==> src/rtl/multdiv_pkg.sv <==
// multdiv_pkg: shared encodings and helpers for the iterative
// signed multiply/divide unit.
package multdiv_pkg;

  // Working width of the absolute-value helper; operands are
  // sign-extended into it, so WIDTH must not exceed this.
  localparam int ABS_W = 128;

  typedef enum logic [1:0] {
    IDLE = 2'd0,
    RUN  = 2'd1,
    FIX  = 2'd2,
    DONE = 2'd3
  } state_e;

  typedef enum logic {
    OP_MULT = 1'b0,
    OP_DIV  = 1'b1
  } op_e;

  function automatic logic [ABS_W-1:0] abs_tc(
    input logic [ABS_W-1:0] v
  );
    return v[ABS_W-1] ? (~v + ABS_W'(1)) : v;
  endfunction

endpackage

==> src/rtl/multdiv_step.sv <==
// multdiv_step: one unsigned iteration, either shift-add multiply
// or restoring shift-subtract divide over a {hi, lo} register pair.
module multdiv_step
  import multdiv_pkg::*;
#(
  parameter int WIDTH = 32
) (
  input  op_e              op,
  input  logic [WIDTH-1:0] opnd,
  input  logic [WIDTH-1:0] hi,
  input  logic [WIDTH-1:0] lo,
  output logic [WIDTH-1:0] hi_nxt,
  output logic [WIDTH-1:0] lo_nxt
);

  logic [WIDTH-1:0] addend;
  logic [WIDTH:0]   sum;
  logic [WIDTH:0]   shl;
  logic [WIDTH-1:0] diff;
  logic             ge;

  always_comb begin
    addend = lo[0] ? opnd : '0;
    sum    = {1'b0, hi} + {1'b0, addend};
    shl    = {hi, lo[WIDTH-1]};
    ge     = shl >= {1'b0, opnd};
    // When ge holds the true difference is below opnd, so it fits
    diff   = shl[WIDTH-1:0] - opnd;
    hi_nxt = '0;
    lo_nxt = '0;
    unique case (op)
      OP_MULT: begin
        hi_nxt = sum[WIDTH:1];
        lo_nxt = {sum[0], lo[WIDTH-1:1]};
      end
      OP_DIV: begin
        hi_nxt = ge ? diff : shl[WIDTH-1:0];
        lo_nxt = {lo[WIDTH-2:0], ge};
      end
    endcase
  end

endmodule

==> src/rtl/multdiv_iter.sv <==
// multdiv_iter: iterative signed multiply/divide with fixed latency,
// quotient/remainder select, busy flag and start-ignore while busy.
module multdiv_iter
  import multdiv_pkg::*;
#(
  parameter int WIDTH = 32,
  parameter int CNT_W = $clog2(WIDTH + 1)
) (
  input  logic             clock,
  input  logic             reset_n,
  input  logic [WIDTH-1:0] data_operandA,
  input  logic [WIDTH-1:0] data_operandB,
  input  logic             ctrl_MULT,
  input  logic             ctrl_DIV,
  input  logic             ctrl_REM,
  output logic [WIDTH-1:0] data_result,
  output logic             data_exception,
  output logic             data_resultRDY,
  output logic             busy
);

  state_e           state;
  op_e              op;
  logic [CNT_W-1:0] cnt;
  logic             rem_sel;
  logic             zero_b;
  logic [WIDTH-1:0] a_q;
  logic [WIDTH-1:0] b_q;
  logic [WIDTH-1:0] opnd;
  logic [WIDTH-1:0] hi;
  logic [WIDTH-1:0] lo;
  logic [WIDTH-1:0] hi_nxt;
  logic [WIDTH-1:0] lo_nxt;
  logic [WIDTH-1:0] a_abs;
  logic [WIDTH-1:0] b_abs;
  logic             start_ok;

  logic               sign_a;
  logic               sign_b;
  logic               neg;
  logic [2*WIDTH-1:0] prod;
  logic [WIDTH-1:0]   quo;
  logic [WIDTH-1:0]   rmd;
  logic [WIDTH-1:0]   fix_res;
  logic               fix_exc;

  assign start_ok = ctrl_MULT ^ ctrl_DIV;
  assign sign_a   = a_q[WIDTH-1];
  assign sign_b   = b_q[WIDTH-1];

  // Magnitudes are formed on the first RUN edge, keeping the
  // negation adders off the operand-capture path.
  assign a_abs = WIDTH'(abs_tc(ABS_W'(signed'(a_q))));
  assign b_abs = WIDTH'(abs_tc(ABS_W'(signed'(b_q))));

  multdiv_step #(
    .WIDTH (WIDTH)
  ) u_step (
    .op     (op),
    .opnd   (opnd),
    .hi     (hi),
    .lo     (lo),
    .hi_nxt (hi_nxt),
    .lo_nxt (lo_nxt)
  );

  always_comb begin
    neg  = sign_a ^ sign_b;
    prod = neg ? (~{hi, lo} + (2*WIDTH)'(1)) : {hi, lo};
    quo  = neg ? (~lo + WIDTH'(1)) : lo;
    rmd  = sign_a ? (~hi + WIDTH'(1)) : hi;
    fix_res = '0;
    fix_exc = 1'b0;
    if (op == OP_MULT) begin
      fix_res = prod[WIDTH-1:0];
      fix_exc = ~((&prod[2*WIDTH-1:WIDTH-1]) |
                  ~(|prod[2*WIDTH-1:WIDTH-1]));
    end else if (zero_b) begin
      fix_exc = 1'b1;
    end else if (rem_sel) begin
      fix_res = rmd;
    end else begin
      // Only MIN / -1 gives a positive quotient of 2^(WIDTH-1)
      fix_res = quo;
      fix_exc = ~neg & lo[WIDTH-1];
    end
  end

  always_ff @(posedge clock or negedge reset_n) begin
    if (!reset_n) begin
      state          <= IDLE;
      op             <= OP_MULT;
      cnt            <= '0;
      rem_sel        <= 1'b0;
      zero_b         <= 1'b0;
      a_q            <= '0;
      b_q            <= '0;
      opnd           <= '0;
      hi             <= '0;
      lo             <= '0;
      data_result    <= '0;
      data_exception <= 1'b0;
      data_resultRDY <= 1'b0;
      busy           <= 1'b0;
    end else begin
      data_resultRDY <= 1'b0;
      unique case (state)
        IDLE, DONE: begin
          if (start_ok) begin
            state          <= RUN;
            busy           <= 1'b1;
            cnt            <= '0;
            op             <= ctrl_MULT ? OP_MULT : OP_DIV;
            rem_sel        <= ctrl_REM;
            a_q            <= data_operandA;
            b_q            <= data_operandB;
            zero_b         <= ~|data_operandB;
            data_exception <= 1'b0;
          end else begin
            state <= IDLE;
            busy  <= 1'b0;
          end
        end
        RUN: begin
          cnt <= cnt + CNT_W'(1);
          if (cnt == '0) begin
            hi   <= '0;
            opnd <= (op == OP_MULT) ? a_abs : b_abs;
            lo   <= (op == OP_MULT) ? b_abs : a_abs;
          end else begin
            hi <= hi_nxt;
            lo <= lo_nxt;
          end
          if (cnt == CNT_W'(WIDTH)) begin
            state <= FIX;
          end
        end
        FIX: begin
          data_result    <= fix_res;
          data_exception <= fix_exc;
          data_resultRDY <= 1'b1;
          state          <= DONE;
        end
      endcase
    end
  end

endmodule

==> config.mk <==
export PLATFORM = sky130hd
export DESIGN_NAME = multdiv_iter
export DESIGN_NICKNAME = d
export VERILOG_FILES = /design/src/rtl/multdiv_pkg.sv /design/src/rtl/multdiv_step.sv /design/src/rtl/multdiv_iter.sv
export SDC_FILE = /design/constraint.sdc
export NUM_CORES = 1
export LEC_CHECK = 0
export BUFFER_PORTS_ARGS = -buffer_cell sky130_fd_sc_hd__buf_2
export CORE_ASPECT_RATIO = 1.5
export CORE_UTILIZATION = 50
export CTS_CLUSTER_DIAMETER = 200
export CTS_CLUSTER_SIZE = 24
export DETAILED_ROUTE_END_ITERATION = 6
export PLACE_DENSITY_LB_ADDON = 0.2
export SLEW_MARGIN = 30
export SYNTH_ARGS = -nofsm -noshare
export SYNTH_HDL_FRONTEND = slang
export SYNTH_SLANG_ARGS = --single-unit
export TNS_END_PERCENT = 50
==> constraint.sdc <==
create_clock -name clock -period 6 [get_ports clock]
set_input_delay 0.3 -clock clock [delete_from_list [all_inputs] [get_ports clock]]
set_output_delay 0.3 -clock clock [all_outputs]
set_load 0.01 [all_outputs]
==> results of run 1 <==
## metrics by stage
stage / util (%) / setup slack (ns) / std cells / instance area [um^2]
3_5_place_dp: 53.0 / 2.08 / 2453 / 17700
4_1_cts: 54.0 / 2.09 / 2470 / 18000
5_1_grt: 54.0 / 1.67 / 2470 / 18000
6_report: 54.0 / 1.91 / 2470 / 18000
3_3_place_gp: 53.0 / 2.19 / 2453 / 17700
2_1_floorplan: - / 2.56 / 2045 / 16900
## worst max-delay path, delay by kind of cell, from the launching register on
family	cells	cell delay [ns]
AND/OR/NAND/NOR	6	3.05
AO/OA/AOI/OAI	2	0.25
flip-flops	1	0.46
XOR/XNOR	1	0.22
## flip-flops by register name, summed over array words and instances, names as in the netlist
signal          flops
data_resultRDY      1
op                  1
data_exception      1
rem_sel             1
zero_b              1
opnd               32
a_q                32
cnt                 6
hi                 32
lo                 32
busy                1
data_result        32
b_q                32
state               2
## cells in the mapped netlist (39+ instances only)
master,instances
mux2i_1,53
nor2_1,194
clkbuf_1,129
xor2_1,81
inv_1,88
o21ai_0,111
a21oi_1,145
mux2_2,69
dfrtp_1,206
ha_1,72
o221ai_1,39
nand2_1,180
xnor2_1,120
## kinds of logic (layout without fill, tap and decap cells)
family	count (synthesis)	after routing	share of synthesized area, %
simple gates	625	625	17.7
compound gates	582	582	22.7
buf+inv	232	237	5.20
flops	206	206	30.5
xor+xnor	201	201	10.4
mux	125	125	7.94
fa+ha+maj	74	74	5.57
## repair_timing
item,in CTS,in global routing
hold endpoints to repair,83,0
hold buffers,1,0
endpoints found under the setup margin,0,0
## metal layers
layer	part of all wire [%]	vias to the layer above	GRT usage (%)
li1	-	7418	-
met1	39	7721	39.3
met2	49	594	59.3
met3	4.8	171	2.68
met4	7.2	0	21.6
met5	0	-	0
## worst paths after layout
path,end,cells after the start,slack [ns],startpoint
max reg2reg,data_exception,9,1.91,lo[6]
min,op,2,0.02,ctrl_MULT
min in group asynchronous,data_result[28],2,0.41,reset_n
max,data_exception,9,1.91,lo[6]
min reg2reg,data_result[17],1,0.49,data_result[17]
max in group asynchronous,op,3,4.23,reset_n
## cell type report
cell class / count / area (um^2) / area share (%)
multi-input combinational: 1607 / 10900 / 60.5
sequential: 206 / 5160 / 28.6
timing repair buffer: 132 / 761 / 4.22
tap: 420 / 526 / 2.92
inverter: 89 / 334 / 1.85
clock buffer: 15 / 333 / 1.85
clock inverter: 1 / 11.3 / 0.0625
==> metrics.yaml, run 1 <==
yosysTopAreaCell: "dfrtp_1"
required_ns: 6.41
routed_via_density: 6.44
num_rows: 82
ant_nets: 0
cts_root_buffer: "clkbuf_16"
grt_pass1_vias: 15300
yosysWarnings: 0
grt_use_total_pct: 33.5
fmax_mhz: 245
synth_seq_cells: 206
cts_made_buffers: 12
core-area_um2: 33300
hold_class: "in2reg"
antenna_cells: 0
syn_area_per_cell_um2: 8.27
outcome: "finished clean"
yosysTopAreaCellShare_pct: 30.5
dominantRegCellSynth: "dfrtp_1"
drv_slew: 0
cts_tree: "yes"
antenna_found_initial: 0
initial_core_util_pct: 50.7
wl_per_cell_um: 23.5
postCtsSetupBuffers: 0
async_reset_ff_share_pct: 100
num_vias: 15900
slew_headroom_pct: 39.4
dr.pass1.iters: 6
clk_latency_ns: 0.52
grt_pass1_wl_mm: 88.4
fin_skew_ns: 0.0521
final_common_cell: "dfrtp_1"
setup_viol: 0
synth_area_leaders: "dfrtp_1 (30%), xnor2_1 (6.2%), ha_1 (5.3%)"
tightestPinTransition_ns: 0.909
dieArea_um2: 34600
port_buffers: 103
io_pins: 104
hold_ws_ns: 0.0180
syn2layout_area_growth_pct: 6.59
clk_pin_slew_ns: 0.12
synth_nets: 2188
die_w_um: 152
syn_area_um2: 16900
fin_crit_ns: 4.09
cp_cell_sequence: "nor4_1 -> nand4_1 -> nor3_2 -> nand2_1 -> xnor2_1 -> a31oi_1 -> or4_1 -> nor4_2 -> a211oi_1"
hold_viol_final: 0
tns_ns: 0
grt.overflow.total: 0
globalplace.congestion: 0.980
cap_violations: 0
grt_max_degree: 143
ys_seq_area_share_pct: 30.5
drive_above_1_share_pct: 12.1
netlist_instances: 2045
cts_resized: 0
cts.sinks: 206
cp_slowest_cell: "nand4_1"
cp-start-kind: "register"
htreeDepth: 1
critPathKind: "reg2reg"
period_share_pct: 68.1
rsz0062_at_grt: "false"
synth_edf_count: 0
die_h_um: 227
drc: 0
arrival_ns: 4.49
slowest_delay_ns: 0.74
crit_path_end_kind: "register"
crit_fanout: 13
clockBufferDepth: 3
drt_iter0_drc: 1239
synth_cell_type_count: 85
final_cell_mix: "dfrtp_1 (204), nor2_1 (194), nand2_1 (178)"
post-dp-hpwl_mm: 44.3
drt-total-wl_mm: 58.1
nFillCells: 3170
fin_nets: 2191
Power of run 1 is left out: the tool's default activity adds up to more than one toggle a clock period on the data nets, which glitch-free logic cannot reach.
==> run 2: changes to the inputs <==
--- a/config.mk
+++ b/config.mk
@@ -5,6 +5,7 @@
 export SDC_FILE = /design/constraint.sdc
 export NUM_CORES = 1
 export LEC_CHECK = 0
+export ABC_AREA = 1
 export BUFFER_PORTS_ARGS = -buffer_cell sky130_fd_sc_hd__buf_2
 export CORE_ASPECT_RATIO = 1.5
 export CORE_UTILIZATION = 50
==> constraint.sdc (replaced) <==
create_clock -name clock -period 4.2 [get_ports clock]
set_input_delay 0.21 -clock clock [delete_from_list [all_inputs] [get_ports clock]]
set_output_delay 0.21 -clock clock [all_outputs]
set_load 0.01 [all_outputs]
==> run 2 against run 1 <==
Net effect: non-clock buffer count is 78 higher; via count is 39% higher; highest routed layer is now met5; global-route usage is 13 points higher; register-to-register slack worse by 1.6 ns; cell area is 15% higher; final cell count is 44% higher; maximum frequency is 4.5% higher; count of clock-buffer cells in the layout is 1 lower; hold slack better by 0.30 ns; routed wire length is 52% higher; area after synthesis is 11% higher; die area is 11% higher.
==> metrics.yaml, run 2 <==
wl_per_cell_um: 24.7
ant_nets: 0
synth_area_leaders: "dfrtp_1 (28%), nand2_1 (17%), o21ai_0 (6.7%)"
antenna_found_initial: 2
yosysTopAreaCellShare_pct: 27.6
yosysWarnings: 0
cp_num_buf_inv: 3
drc: 0
setup_viol: 0
grt_use_total_pct: 46.1
period_share_pct: 93.1
clk_pin_slew_ns: 0.12
yosysTopAreaCell: "dfrtp_1"
rsz0062_at_grt: "false"
dominantRegCellSynth: "dfrtp_1"
synth_edf_count: 0
fin_nets: 3218
syn2layout_area_growth_pct: 10.7
tns_ns: 0
die_h_um: 239
cp_cell_sequence: "nand2_1 -> inv_1 -> ha_1 -> inv_1 -> fa_1 -> inv_1 -> nand2_1 -> o21ai_1 -> a21oi_1 -> o21ai_1 -> nand3_1 -> o211ai_1 -> nor2_1 -> o21ai_0 -> o22ai_2"
num_vias: 22100
fmax_mhz: 256
crit_fanout: 19
globalplace.congestion: 1.10
cts_made_buffers: 12
drv_slew: 0
syn_area_per_cell_um2: 6.32
critPathKind: "reg2reg"
grt.overflow.total: 0
drt_iter0_drc: 2401
dr.pass1.iters: 6
cp-start-kind: "register"
hold_viol_final: 0
grt_pass1_vias: 21400
cts_root_buffer: "clkbuf_16"
cts.sinks: 206
final_cell_mix: "nand2_1 (836), nor2_1 (330), inv_1 (315)"
final_common_cell: "nand2_1"
tightestPinTransition_ns: 1.13
initial_core_util_pct: 50.8
die_w_um: 160
cts_tree: "yes"
fin_crit_ns: 3.91
routed_via_density: 6.20
synth_cell_type_count: 62
arrival_ns: 4.29
crit_path_end_kind: "register"
hold_class: "in2async"
fin_cells: 3561
reg2reg_slack_ns: 0.29
clk_latency_ns: 0.52
port_buffers: 103
postCtsSetupBuffers: 0
htreeDepth: 1
slew_headroom_pct: 23.9
grt_max_degree: 136
synthTopCellsByCount: "nand2_1 (836), nor2_1 (331), inv_1 (315)"
io_pins: 104
hold_ws_ns: 0.316
drt-total-wl_mm: 88.1
dp.cells: 3478
required_ns: 4.58
cpMostUsedCell: "inv_1"
netlist_instances: 2959
async_reset_ff_share_pct: 100
post-dp-hpwl_mm: 67.1
core-area_um2: 36800
ys_seq_area_share_pct: 27.6
post-synth-top-count-cell: "nand2_1"
num_rows: 86
grt_pass1_wl_mm: 132
outcome: "finished clean"
cp_slowest_cell: "dfrtp_1"
clockBufferDepth: 3
synth_seq_cells: 206
dieArea_um2: 38200
nFillCells: 3570
cap_violations: 0
path_delay_family: "compound AO/OA/AOI/OAI gates"
drive_above_1_share_pct: 8.06
fin_skew_ns: 0.0322
synth_nets: 3102
syn_area_um2: 18700
slowest_delay_ns: 0.90
[run 2: kinds of logic after synthesis]
group / after synthesis / synth area share, %
buffers and inverters: 440 / 9.30
DFF: 206 / 27.6
and+or+nand+nor: 1523 / 34.4
adders and majority gates: 74 / 5.03
AOI/OAI and AO/OA: 604 / 18.4
xor gates and xnor gates: 112 / 5.24
[run 2: worst paths after layout]
check,from,end,cells after the start
worst max-delay path,lo[0],hi[25],15
worst min-delay path,reset_n,cnt[5],2
worst max register to register,lo[0],hi[25],15
worst min register to register,data_result[9],data_result[9],2
max in group asynchronous,reset_n,b_q[4],3
min in group clock,ctrl_DIV,a_q[20],7
[run 2: metal layers]
layer	global-route usage, %	vias to the layer above	wire length, um
li1	-	9976	-
met1	51.9	10300	31400
met4	40.0	2	8920
met3	8.99	433	7940
met5	0	-	13
met2	74.7	1420	39800
[run 2: through the flow]
step           utilization [%]  cell area (um^2)  setup slack, ns
2_1_floorplan                -             18700             1.74
3_3_place_gp              53.5             19700            0.422
3_5_place_dp              53.5             19700            0.480
4_1_cts                   56.3             20700            0.457
5_1_grt                   56.3             20700           0.0813
6_report                  56.3             20700            0.288
[run 2: repair_timing]
| action | in CTS | in global routing |
|---|---|---|
| hold buffers | 67 | 0 |
| setup endpoints to repair | 0 | 0 |
| hold endpoints to repair | 174 | 0 |
| resized for setup | 0 | 0 |
[run 2: final cells by class]
class | count | area [um^2] | share of cell area (%)
Multi-Input combinational cell | 2313 | 11800 | 57.1
Sequential cell | 206 | 5160 | 24.9
Timing Repair Buffer | 210 | 1520 | 7.35
Inverter | 332 | 1250 | 6.04
Tap cell | 484 | 606 | 2.92
Clock buffer | 14 | 329 | 1.59
Clock inverter | 1 | 11.3 | 0.0544
Antenna cell | 1 | 2.50 | 0.0121
[run 2: worst register-to-register path: stages (launching register included)]
cell,delay (ns)
dfrtp_1,0.90
nand2_1,0.11
inv_1,0.09
ha_1,0.16
inv_1,0.06
fa_1,0.35
inv_1,0.07
nand2_1,0.06
o21ai_1,0.30
a21oi_1,0.16
o21ai_1,0.35
nand3_1,0.15
o211ai_1,0.13
nor2_1,0.08
o21ai_0,0.63
o22ai_2,0.17
Power of run 2 is left out for the same reason.
